### src/rtl/led_pattern_sequencer.sv
// Green-LED pattern sequencer: switch-selected prescaler tick, debounced mode
// button, and OFF/BLINK/CHASE/BOUNCE patterns that only change on tick edges.
module led_pattern_sequencer #(
  parameter int BASE_DIV  = 25000000,
  parameter int DB_CYCLES = 1000000
) (
  input  logic       CLOCK_50,
  input  logic       RESET,
  input  logic       KEY_NEXT,
  input  logic [1:0] SPEED,
  input  logic       PAUSE,
  output logic [7:0] LEDG,
  output logic [1:0] MODE,
  output logic       TICK
);

  localparam int CNT_W = $clog2(BASE_DIV);
  localparam int DB_W  = $clog2(DB_CYCLES + 1);

  typedef enum logic [1:0] {
    MODE_OFF    = 2'd0,
    MODE_BLINK  = 2'd1,
    MODE_CHASE  = 2'd2,
    MODE_BOUNCE = 2'd3
  } mode_e;

  localparam logic DIR_LEFT  = 1'b0;
  localparam logic DIR_RIGHT = 1'b1;

  logic [CNT_W-1:0] cnt_q, cnt_d;
  logic             tick_q, tick_d;
  logic             key_meta_q, key_meta_d;
  logic             key_sync_q, key_sync_d;
  logic             key_db_q, key_db_d;
  logic [DB_W-1:0]  db_cnt_q, db_cnt_d;
  logic             pending_q, pending_d;
  logic             dir_q, dir_d;
  mode_e            mode_q, mode_d;
  logic [7:0]       ledg_q, ledg_d;

  logic [31:0]      term;
  logic             tick_fire;
  logic             press;

  // Greater-or-equal compare lets a SPEED change below the current count fire at once.
  assign term      = (32'(BASE_DIV) >> SPEED) - 32'd1;
  assign tick_fire = !PAUSE && (32'(cnt_q) >= term);

  always_comb begin
    cnt_d  = cnt_q;
    tick_d = tick_fire;
    if (!PAUSE) begin
      if (tick_fire) cnt_d = '0;
      else           cnt_d = cnt_q + CNT_W'(1);
    end
  end

  always_comb begin
    key_meta_d = KEY_NEXT;
    key_sync_d = key_meta_q;
    key_db_d   = key_db_q;
    db_cnt_d   = '0;
    press      = 1'b0;
    if (key_sync_q != key_db_q) begin
      if (db_cnt_q == DB_W'(DB_CYCLES - 1)) begin
        key_db_d = key_sync_q;
        press    = !key_sync_q;
      end else begin
        db_cnt_d = db_cnt_q + DB_W'(1);
      end
    end
  end

  always_comb begin
    mode_d    = mode_q;
    ledg_d    = ledg_q;
    dir_d     = dir_q;
    pending_d = pending_q;
    if (tick_fire) begin
      if (pending_q) begin
        pending_d = 1'b0;
        mode_d    = mode_e'(mode_q + 2'd1);
        dir_d     = DIR_LEFT;
        case (mode_d)
          MODE_OFF:   ledg_d = 8'h00;
          MODE_BLINK: ledg_d = 8'hFF;
          default:    ledg_d = 8'h01;
        endcase
      end else begin
        case (mode_q)
          MODE_OFF:   ledg_d = 8'h00;
          MODE_BLINK: ledg_d = ~ledg_q;
          MODE_CHASE: ledg_d = {ledg_q[6:0], ledg_q[7]};
          default: begin
            // Direction flips as an end is reached, so each end shows for one tick.
            if (dir_q == DIR_LEFT) begin
              ledg_d = {ledg_q[6:0], 1'b0};
              if (ledg_d == 8'h80) dir_d = DIR_RIGHT;
            end else begin
              ledg_d = {1'b0, ledg_q[7:1]};
              if (ledg_d == 8'h01) dir_d = DIR_LEFT;
            end
          end
        endcase
      end
    end
    // A press coinciding with a consuming tick re-arms for the following tick.
    if (press) pending_d = 1'b1;
  end

  always_ff @(posedge CLOCK_50) begin
    if (RESET) begin
      cnt_q      <= '0;
      tick_q     <= 1'b0;
      key_meta_q <= 1'b1;
      key_sync_q <= 1'b1;
      key_db_q   <= 1'b1;
      db_cnt_q   <= '0;
      pending_q  <= 1'b0;
      dir_q      <= DIR_LEFT;
      mode_q     <= MODE_OFF;
      ledg_q     <= 8'h00;
    end else begin
      cnt_q      <= cnt_d;
      tick_q     <= tick_d;
      key_meta_q <= key_meta_d;
      key_sync_q <= key_sync_d;
      key_db_q   <= key_db_d;
      db_cnt_q   <= db_cnt_d;
      pending_q  <= pending_d;
      dir_q      <= dir_d;
      mode_q     <= mode_d;
      ledg_q     <= ledg_d;
    end
  end

  assign LEDG = ledg_q;
  assign MODE = mode_q;
  assign TICK = tick_q;

endmodule

### config.mk
export PLATFORM = sky130hd
export DESIGN_NAME = led_pattern_sequencer
export DESIGN_NICKNAME = d
export VERILOG_FILES = /design/src/rtl/led_pattern_sequencer.sv
export SDC_FILE = /design/constraint.sdc
export NUM_CORES = 1
export LEC_CHECK = 0
export BUFFER_PORTS_ARGS = -buffer_cell sky130_fd_sc_hd__buf_4
export CORE_ASPECT_RATIO = 0.9
export CORE_MARGIN = 10
export CORE_UTILIZATION = 45
export CTS_BUF_LIST = sky130_fd_sc_hd__clkbuf_8
export DETAILED_ROUTE_END_ITERATION = 6
export SYNTH_ARGS = -nofsm -noshare
export SYNTH_HDL_FRONTEND = slang
export SYNTH_SLANG_ARGS = --single-unit
### constraint.sdc
create_clock -name CLOCK_50 -period 5.2 [get_ports CLOCK_50]
set_input_delay 0.26 -clock CLOCK_50 [delete_from_list [all_inputs] [get_ports CLOCK_50]]
set_output_delay 0.26 -clock CLOCK_50 [all_outputs]
set_load 0.01 [all_outputs]
### Word level (Yosys, flattened, before mapping)

Index checks and enable logic that the tools add are counted.
W data, S select, Z words.

* $lt $le $gt $ge: 1
* bitwise gates (word level): 2
* $mul: 0
* add/sub/neg operators: 4
* equality and inequality tests: 8
* mux-type cells: 14
* shift-type cells: 1
* reduce and logical (&&, ||, !) cells: 11
* div/mod/pow operators: 0

Operators with widths (number)
* $ge A25 B32 Y1: 1
* $shr A25 B2 Y32 const A: 1
* $sub A32 B1 Y32 const B: 1
* $add A25 B1 Y25 const B: 1
* $mux W25: 1
* $pmux W8 S3: 1
* $add A20 B1 Y20 const B: 1
* $eq A20 B20 Y1 const B: 1
* $mux W8: 2
* $pmux W8 S2: 1
* $mux W1: 9
* $not A8 Y8: 1
* $eq A7 B1 Y1 const B: 1
* $eq A7 B7 Y1 const B: 1
* $reduce_and A2 Y1: 3
* $reduce_or A3 Y1: 2
* $eq A2 B1 Y1 const B: 2
* $logic_not A2 Y1: 2
* $add A2 B1 Y2 const B: 1
* $eq A2 B2 Y1 const B: 1
* $logic_not A1 Y1: 2
* $ne A2 B1 Y1 const B: 1
* $reduce_bool A2 Y1: 1
* $logic_and A1 B1 Y1: 1
* other kinds (2): 2

* logic and storage cells: 51
* flip-flop bits (word level): 61
* output and inout bits: 11
* bits in latches: 0
* ROM bits: 0
* memories kept: 0
* input bits: 6
* memory bits (writable): 0

### Logic depth before layout (Yosys ltp)

Gate-level depths: netlist of the first run.

* word-level depth: 6
* gate-level depth with buffers: 11

### Least setup slack after synthesis of the first run

Ideal clock, no wire load.

* path type: input to register
* start: input port SPEED[0]
* end: register ledg_q[0] (netlist: LEDG[0])
* arrival: 2.441 ns
* buffers on the path: 0
* cell stages on the path: 9
* setup slack: 2.639 ns
* library setup time: 0.121 ns
* path through: inv_1 > nand2_1 > ha_1 > ha_1 > a211o_1 > a221o_1 > a221oi_4 > o22a_1 > mux2_2

* cells in the longest elaborated chain, start to end: 4

RTL lines
* start, declared: RTL line 10 `input logic [1:0] SPEED,`
* $shr A25 B2 Y32: RTL line 46 `assign term = (32'(BASE_DIV) >> SPEED) - 32'd1;`
* $sub A32 B1 Y32: RTL line 46
* $ge A25 B32 Y1: RTL line 47 `assign tick_fire = !PAUSE && (32'(cnt_q) >= term);`
* $logic_and A1 B1 Y1: RTL line 47
* end signal, assigned: RTL line 133 `ledg_q <= ledg_d;`
* end, declared: RTL line 39 `logic [7:0] ledg_q, ledg_d;`

No other way between the ends.
A chain may end at the register's enable or synchronous reset.

### Final worst setup path of the first run

* start: register cnt_q[5]
* end: register ledg_q[0] (netlist: LEDG[0])

* cells in the longest elaborated chain, start to end: 2

RTL lines
* start, declared: RTL line 30 `logic [CNT_W-1:0] cnt_q, cnt_d;`
* start signal, assigned: RTL line 124 `cnt_q <= cnt_d;`
* $ge A25 B32 Y1: RTL line 47
* $logic_and A1 B1 Y1: RTL line 47

No other way between the ends.

==> key figures, run 1 <==
Floorplanning
  • Die Y: 104 um
  • Core box area: ~7600 um2
  • Die area: 11800 um2
  • Initial core utilization: approximately 47%
  • Die Width: roughly 110 um
  • I/O Pins: 17
  • FP Rows: 30

Route
  • Metal3 WL: about 300 um
  • Wl on met1: roughly 3900 um
  • Met2 wire length: about 3400 um
  • DRC Markers: 0
  • DR iter-0 viols: approximately 110
  • Final ANT Viol Nets: 0
  • DR pass1 iterations: 4
  • Vias/cell: ~5.5
  • Via Count: 2857
  • Top Layer Used: met4
  • Wirelength per Cell: 14.7 um
  • Routed wire length: roughly 7600 um

Global routing
  • Vias in the first global route: around 2700
  • Gr ovfl total: 0
  • First-pass GRT wire length: 13100 um
  • Tot GR Track Use: about an eighth
  • Pin count of the biggest net entering global routing: 20
  • Initial antenna violation count: 0

Hold path
  • Worst min path class: in -> reg
  • Hold Path Cell Cnt: 2
  • Hold path start: KEY_NEXT
  • Hold Path Sink: key_meta_q

Synth
  • Yosys top cell area share: between 30% and 40%
  • Synth Flop Type: dfxtp_1
  • Mapped cell area: around 3600 um2
  • Top post-synthesis cells by area: dfxtp_1, ha_1, xnor2_1
  • Synthesis Warnings: 0
  • Synth cell types: between 50 and 60
  • Post-Syn Instances: 403
  • Mean Syn Cell Area: approximately 8.8 um2
  • Biggest area consumer among synthesized cells: dfxtp_1
  • Sequential area share after synthesis: about a third
  • Top post-synthesis cells by count: dfxtp_1, nor2_1, nand2_1
  • Share of async-settable or async-resettable flops after synthesis: 0%
  • Top-count cell post-synth: dfxtp_1
  • Post-synth EDFFs: 0
  • Synthesis-stage register bit count: 61

STA
  • Final Skew: between 0.01 and 0.015 ns
  • Post-layout worst setup margin: ~2.2 ns
  • Headroom to the max-slew limit: between 30% and 40%
  • Highest Clock Rate: about 340 MHz
  • Crit share post-route: a little under three fifths
  • Final Setup Violations: 0
  • Slew Limit Fails: 0
  • Fin. Hold Viols: 0
  • Final Critical Period: roughly 3.0 ns
  • Final hold slack: ~0.099 ns
  • Worst Tran Pin Value: 0.911 ns
  • RSZ-0062 raised after global routing: no
  • Setup_tns: 0 ns

Clock tree
  • Post-CTS sizing: 0
  • TritonCTS buffer count: 9
  • Post-CTS Setup Inserts: 0
  • Root Buffer: clkbuf_8
  • CTS sink count: about 60
  • CTS tree: yes
  • CTS Hold Buffers Added: 0
  • Clock-pin transition on the worst setup and hold timing paths: 0.08 ns
  • H-tree depth: 3
  • Max Root-Sink Buffers: 2
  • Clock latency on the worst-skew pair: around 0.35 ns

Finish
  • Area of the multi-input gates: ~2200 um2
  • Final Cell Area: around 4000 um2
  • Share of cells above drive strength 1: ~15%
  • Nets: roughly 450
  • FF+latch area: between 1000 and 1500 um2
  • Final-layout fill cell count: ~750
  • Area Overhead vs Synth: 11.3%
  • Antenna Cells: 0

Worst setup path
  • CP arrival: 3.22 ns
  • Launch point of the worst path: cnt_q[5]
  • Required time of the critical path: roughly 5.4 ns
  • Critical path peak fanout: 11
  • Reg2reg start: cnt_q[5]
  • Worst Reg-to-Reg Cells: 6
  • Reg2reg end: LEDG[0]
  • Setup crit start kind: register
  • R2R Setup Slk: 2.22 ns
  • Critical path type: reg -> reg
  • Setup crit end kind: register

Place
  • IO Port Bufs: 16
  • Pre-CTS setup slack: about 2 ns
  • Placer Congestion: 0.815
  • Post-DP Area: 3730 um2
  • Hpwl dp: about 5400 um

Pwr
  • P_leak: ~1.5 nW
  • Max VDD drop: around 160 uV
  • PwrDens: approximately 250 nW/um2

Outcome
  • Status: completed

Run
  • Max cap viols: 0
-- state kept, by name (all words and copies together) (netlist names) --
signal / count
LEDG: 8
MODE: 2
TICK: 1
cnt_q: 25
db_cnt_q: 20
dir_q: 1
key_db_q: 1
key_meta_q: 1
key_sync_q: 1
pending_q: 1
-- power by group --
group / total (mW) / internal (mW) / leakage (nW) / switching [mW]
sequential: 0.472 / 0.469 / 0.492 / 0.00240
combinational: 0.0346 / 0.0122 / 0.893 / 0.0224
clock: 0.483 / 0.272 / 0.110 / 0.211
-- cell usage in the layout (no fill, tap or decap), drive strengths merged, types with 4 or more instances in the layout --
| cell type | count |
|---|---|
| buf | 18 |
| nand3 | 17 |
| nor2 | 55 |
| xor2 | 18 |
| a21oi | 9 |
| nor3 | 10 |
| nand2 | 33 |
| ha | 28 |
| mux2i | 11 |
| inv | 25 |
| nand4 | 10 |
| nand2b | 4 |
| o211a | 6 |
| a22oi | 6 |
| o221ai | 14 |
| clkbuf | 9 |
| xnor2 | 24 |
| nor4b | 4 |
| and3 | 6 |
| dfxtp | 61 |
| nor4 | 7 |
| or2 | 4 |
-- stage by stage --
stage	power (mW)	std cells	util (%)
finish	0.989	518	51.9
global route	1.02	518	51.9
CTS	1.00	518	51.9
detailed placement	0.518	502	48.9
global placement	0.516	502	48.9
floorplan	0.509	404	-
-- how the worst max path moves through the flow --
stage	to	slack [ns]	depth (start not counted)
3_3_place_gp	LEDG[0]	2.09	10
5_1_grt	cnt_q[6]	2.07	7
4_1_cts	cnt_q[2]	2.23	7
3_5_place_dp	cnt_q[2]	2.03	11
2_1_floorplan	LEDG[0]	2.64	9
6_report	LEDG[0]	2.22	6
-- critical path, cell delays in order, from the launching register on --
cell and delay [ns]:
dfxtp_1 0.51, ha_1 0.30, a211o_1 0.29, a221o_1 0.39, a221oi_4 0.48, o22a_1 0.51, mux2_2 0.39
-- logic make-up (layout without fill, tap and decap cells) --
logic type / after synthesis / after routing / share of synthesized area (%)
xor+xnor: 42 / 42 / 10.4
flops: 61 / 61 / 34.4
simple gates: 165 / 165 / 24.3
buf+inv: 40 / 58 / 4.79
mux: 13 / 13 / 3.74
other cells: 1 / 2 / 0.106
compound gates: 53 / 53 / 12.4
fa+ha+maj: 28 / 28 / 9.87
-- cell type report --
type / count / share of cell area (%)
multi-input cells: 303 / 54.7
inverters: 24 / 2.28
clock inverters: 7 / 2.50
repair buffers: 18 / 3.42
clock buffers: 9 / 3.13
well taps: 96 / 3.04
flip-flops and latches: 61 / 30.9
-- routing by layer --
metal  GRT usage [%]  vias to the layer above
li1                -                     1459
met1            17.6                     1351
met2            19.3                       45
met3            5.25                        2
met4            3.53                        0
met5               0                        -
(Power assumes the default switching activity.)
==> run 2: changes to the inputs <==
==> constraint.sdc (replaced) <==
create_clock -name CLOCK_50 -period 2.6 [get_ports CLOCK_50]
set_input_delay 0.13 -clock CLOCK_50 [delete_from_list [all_inputs] [get_ports CLOCK_50]]
set_output_delay 0.13 -clock CLOCK_50 [all_outputs]
set_load 0.01 [all_outputs]
==> key figures, run 2 (same netlist as run 1, synthesis figures left out) <==
Outcome
  • Status: completed

Global routing
  • First-pass GRT wire length: ~13000 um
  • Tot GR Track Use: between 10% and 20%
  • Initial antenna violation count: 0
  • Pin count of the biggest net entering global routing: 20
  • Gr ovfl total: 0
  • Vias in the first global route: roughly 2800

Worst setup path
  • Slowest CP cell: a221oi_4
  • Critical path type: reg -> reg
  • Required time of the critical path: around 2.8 ns
  • CP Buf/Inv Count: 0
  • Max incr delay on CP: 0.41 ns
  • CP arrival: roughly 2.6 ns
  • Largest delay share family, worst path: compound AO/OA/AOI/OAI gates
  • Setup crit start kind: register
  • Setup crit end kind: register
  • Crit path cell chain: ha_1, a211o_1, a221o_1, a221oi_4, o22a_1, mux2_2
  • Critical path peak fanout: 5

Pwr
  • Sw Ratio: 23.0%
  • P_int: between 1 and 1.5 mW
  • PwrDens: 468 nW/um2
  • NetSw: 0.437 mW
  • Reg power frac: 49.7%
  • Clock power frac: between 40% and 50%
  • Comb power frac: about 4.0%
  • Max VDD drop: about 300 uV
  • Design Power: ~1.9 mW
  • P_leak: ~1.6 nW

Clock tree
  • Clock latency on the worst-skew pair: ~0.34 ns
  • CTS tree: yes
  • Clock-pin transition on the worst setup and hold timing paths: 0.07 ns
  • H-tree depth: 3
  • Max Root-Sink Buffers: 2
  • CTS sink count: 61
  • TritonCTS buffer count: 9
  • Root Buffer: clkbuf_8
  • Post-CTS Setup Inserts: 0

Floorplanning
  • Die Width: 114 um
  • FP Rows: 30
  • Core box area: 7620 um2
  • Initial core utilization: ~47%
  • Die Y: approximately 100 um
  • I/O Pins: 17
  • Die area: approximately 12000 um2

Finish
  • Share of cells above drive strength 1: approximately 18%
  • Area Overhead vs Synth: 14.4%
  • Final Cell Area: 4060 um2
  • Nets: ~470
  • Antenna Cells: 0
  • Commonest non-fill, non-tap cell in the layout: dfxtp_1
  • Largest Register: cnt_q
  • Most frequent cells in the layout: dfxtp_1, nor2_1, nand2_1, buf_4, ha_1
  • Max reg flops: 25

Route
  • DR iter-0 viols: between 100 and 150
  • Vias/cell: about 5.4
  • Final ANT Viol Nets: 0
  • Via Count: roughly 2900
  • DRC Markers: 0
  • Wirelength per Cell: between 10 and 15 um
  • DR pass1 iterations: 4
  • Routed wire length: between 7000 and 8000 um

STA
  • Headroom to the max-slew limit: a little under three fifths
  • Crit share post-route: 92.6%
  • Final Skew: 0.0131 ns
  • RSZ-0062 raised after global routing: no
  • Worst Tran Pin Value: between 0.6 and 0.7 ns
  • Slew Limit Fails: 0
  • Final Setup Violations: 0
  • Highest Clock Rate: just over 400 MHz
  • Final Critical Period: between 2 and 2.5 ns
  • Fin. Hold Viols: 0

Hold path
  • Worst min path class: in -> reg

Place
  • Post-DP Area: slightly below 4000 um2
  • Hpwl dp: 5370 um
  • Placer Congestion: between 0.8 and 0.9
  • IO Port Bufs: 16

Run
  • Max cap viols: 0
## run 2: power groups by stage
stage	Sequential (mW)	Combinational (mW)	Clock, mW
6_report	0.944	0.0768	0.880
5_1_grt	0.944	0.0877	0.950
4_1_cts	0.944	0.0775	0.914
3_5_place_dp	0.965	0.0759	0
3_3_place_gp	0.965	0.0745	0
2_1_floorplan	0.964	0.0538	0
## run 2: worst register-to-register path, cell delays in order, from the launching register on
cell,delay [ns]
dfxtp_1,0.33
ha_1,0.31
a211o_1,0.29
a221o_1,0.38
a221oi_4,0.41
o22a_1,0.25
mux2_2,0.34
## run 2: path summary, 6_finish.rpt
kind,startpoint,to,slack [ns],cells after the start
worst max-delay path,cnt_q[5],LEDG[0],0.19,6
worst min-delay path,RESET,TICK,0.03,2
worst max register to register,cnt_q[5],LEDG[0],0.19,6
worst min register to register,key_meta_q,key_sync_q,0.41,1
## run 2: cell type report
| type | instances | area (um2) |
|---|---|---|
| Tap cell | 96 | 120 |
| Timing Repair Buffer | 34 | 258 |
| Fill cell | 727 | 3560 |
| Inverter | 24 | 90.1 |
| Clock inverter | 5 | 58.8 |
| Clock buffer | 11 | 151 |
| Multi-Input combinational cell | 303 | 2160 |
| Sequential cell | 61 | 1220 |
## run 2: stage by stage
stage | setup TNS [ns] | util [%] | std cells | hold slack, ns | worst slack [ns]
finish | 0 | 53.3 | 534 | 0.0288 | 0.192
global placement | -0.00196 | 50.4 | 517 | 0.315 | -0.00196
global route | 0 | 53.3 | 534 | 0.0276 | 0.0891
detailed placement | -0.0436 | 50.4 | 517 | 0.318 | -0.0354
CTS | 0 | 53.3 | 534 | 0.0119 | 0.176
floorplan | 0 | - | 404 | 0.234 | 0.169
## run 2: per-layer routing
layer	up-vias	GRT usage (%)	routed length, um
li1	1493	-	-
met1	1321	18.0	3840
met2	36	19.0	3260
met3	9	3.63	257
met4	0	4.62	99
met5	-	0	0
## run 2: repair_timing
item,in CTS,in global routing
gates resized for setup,0,0
hold buffers,1,0
hold endpoints to repair,1,0
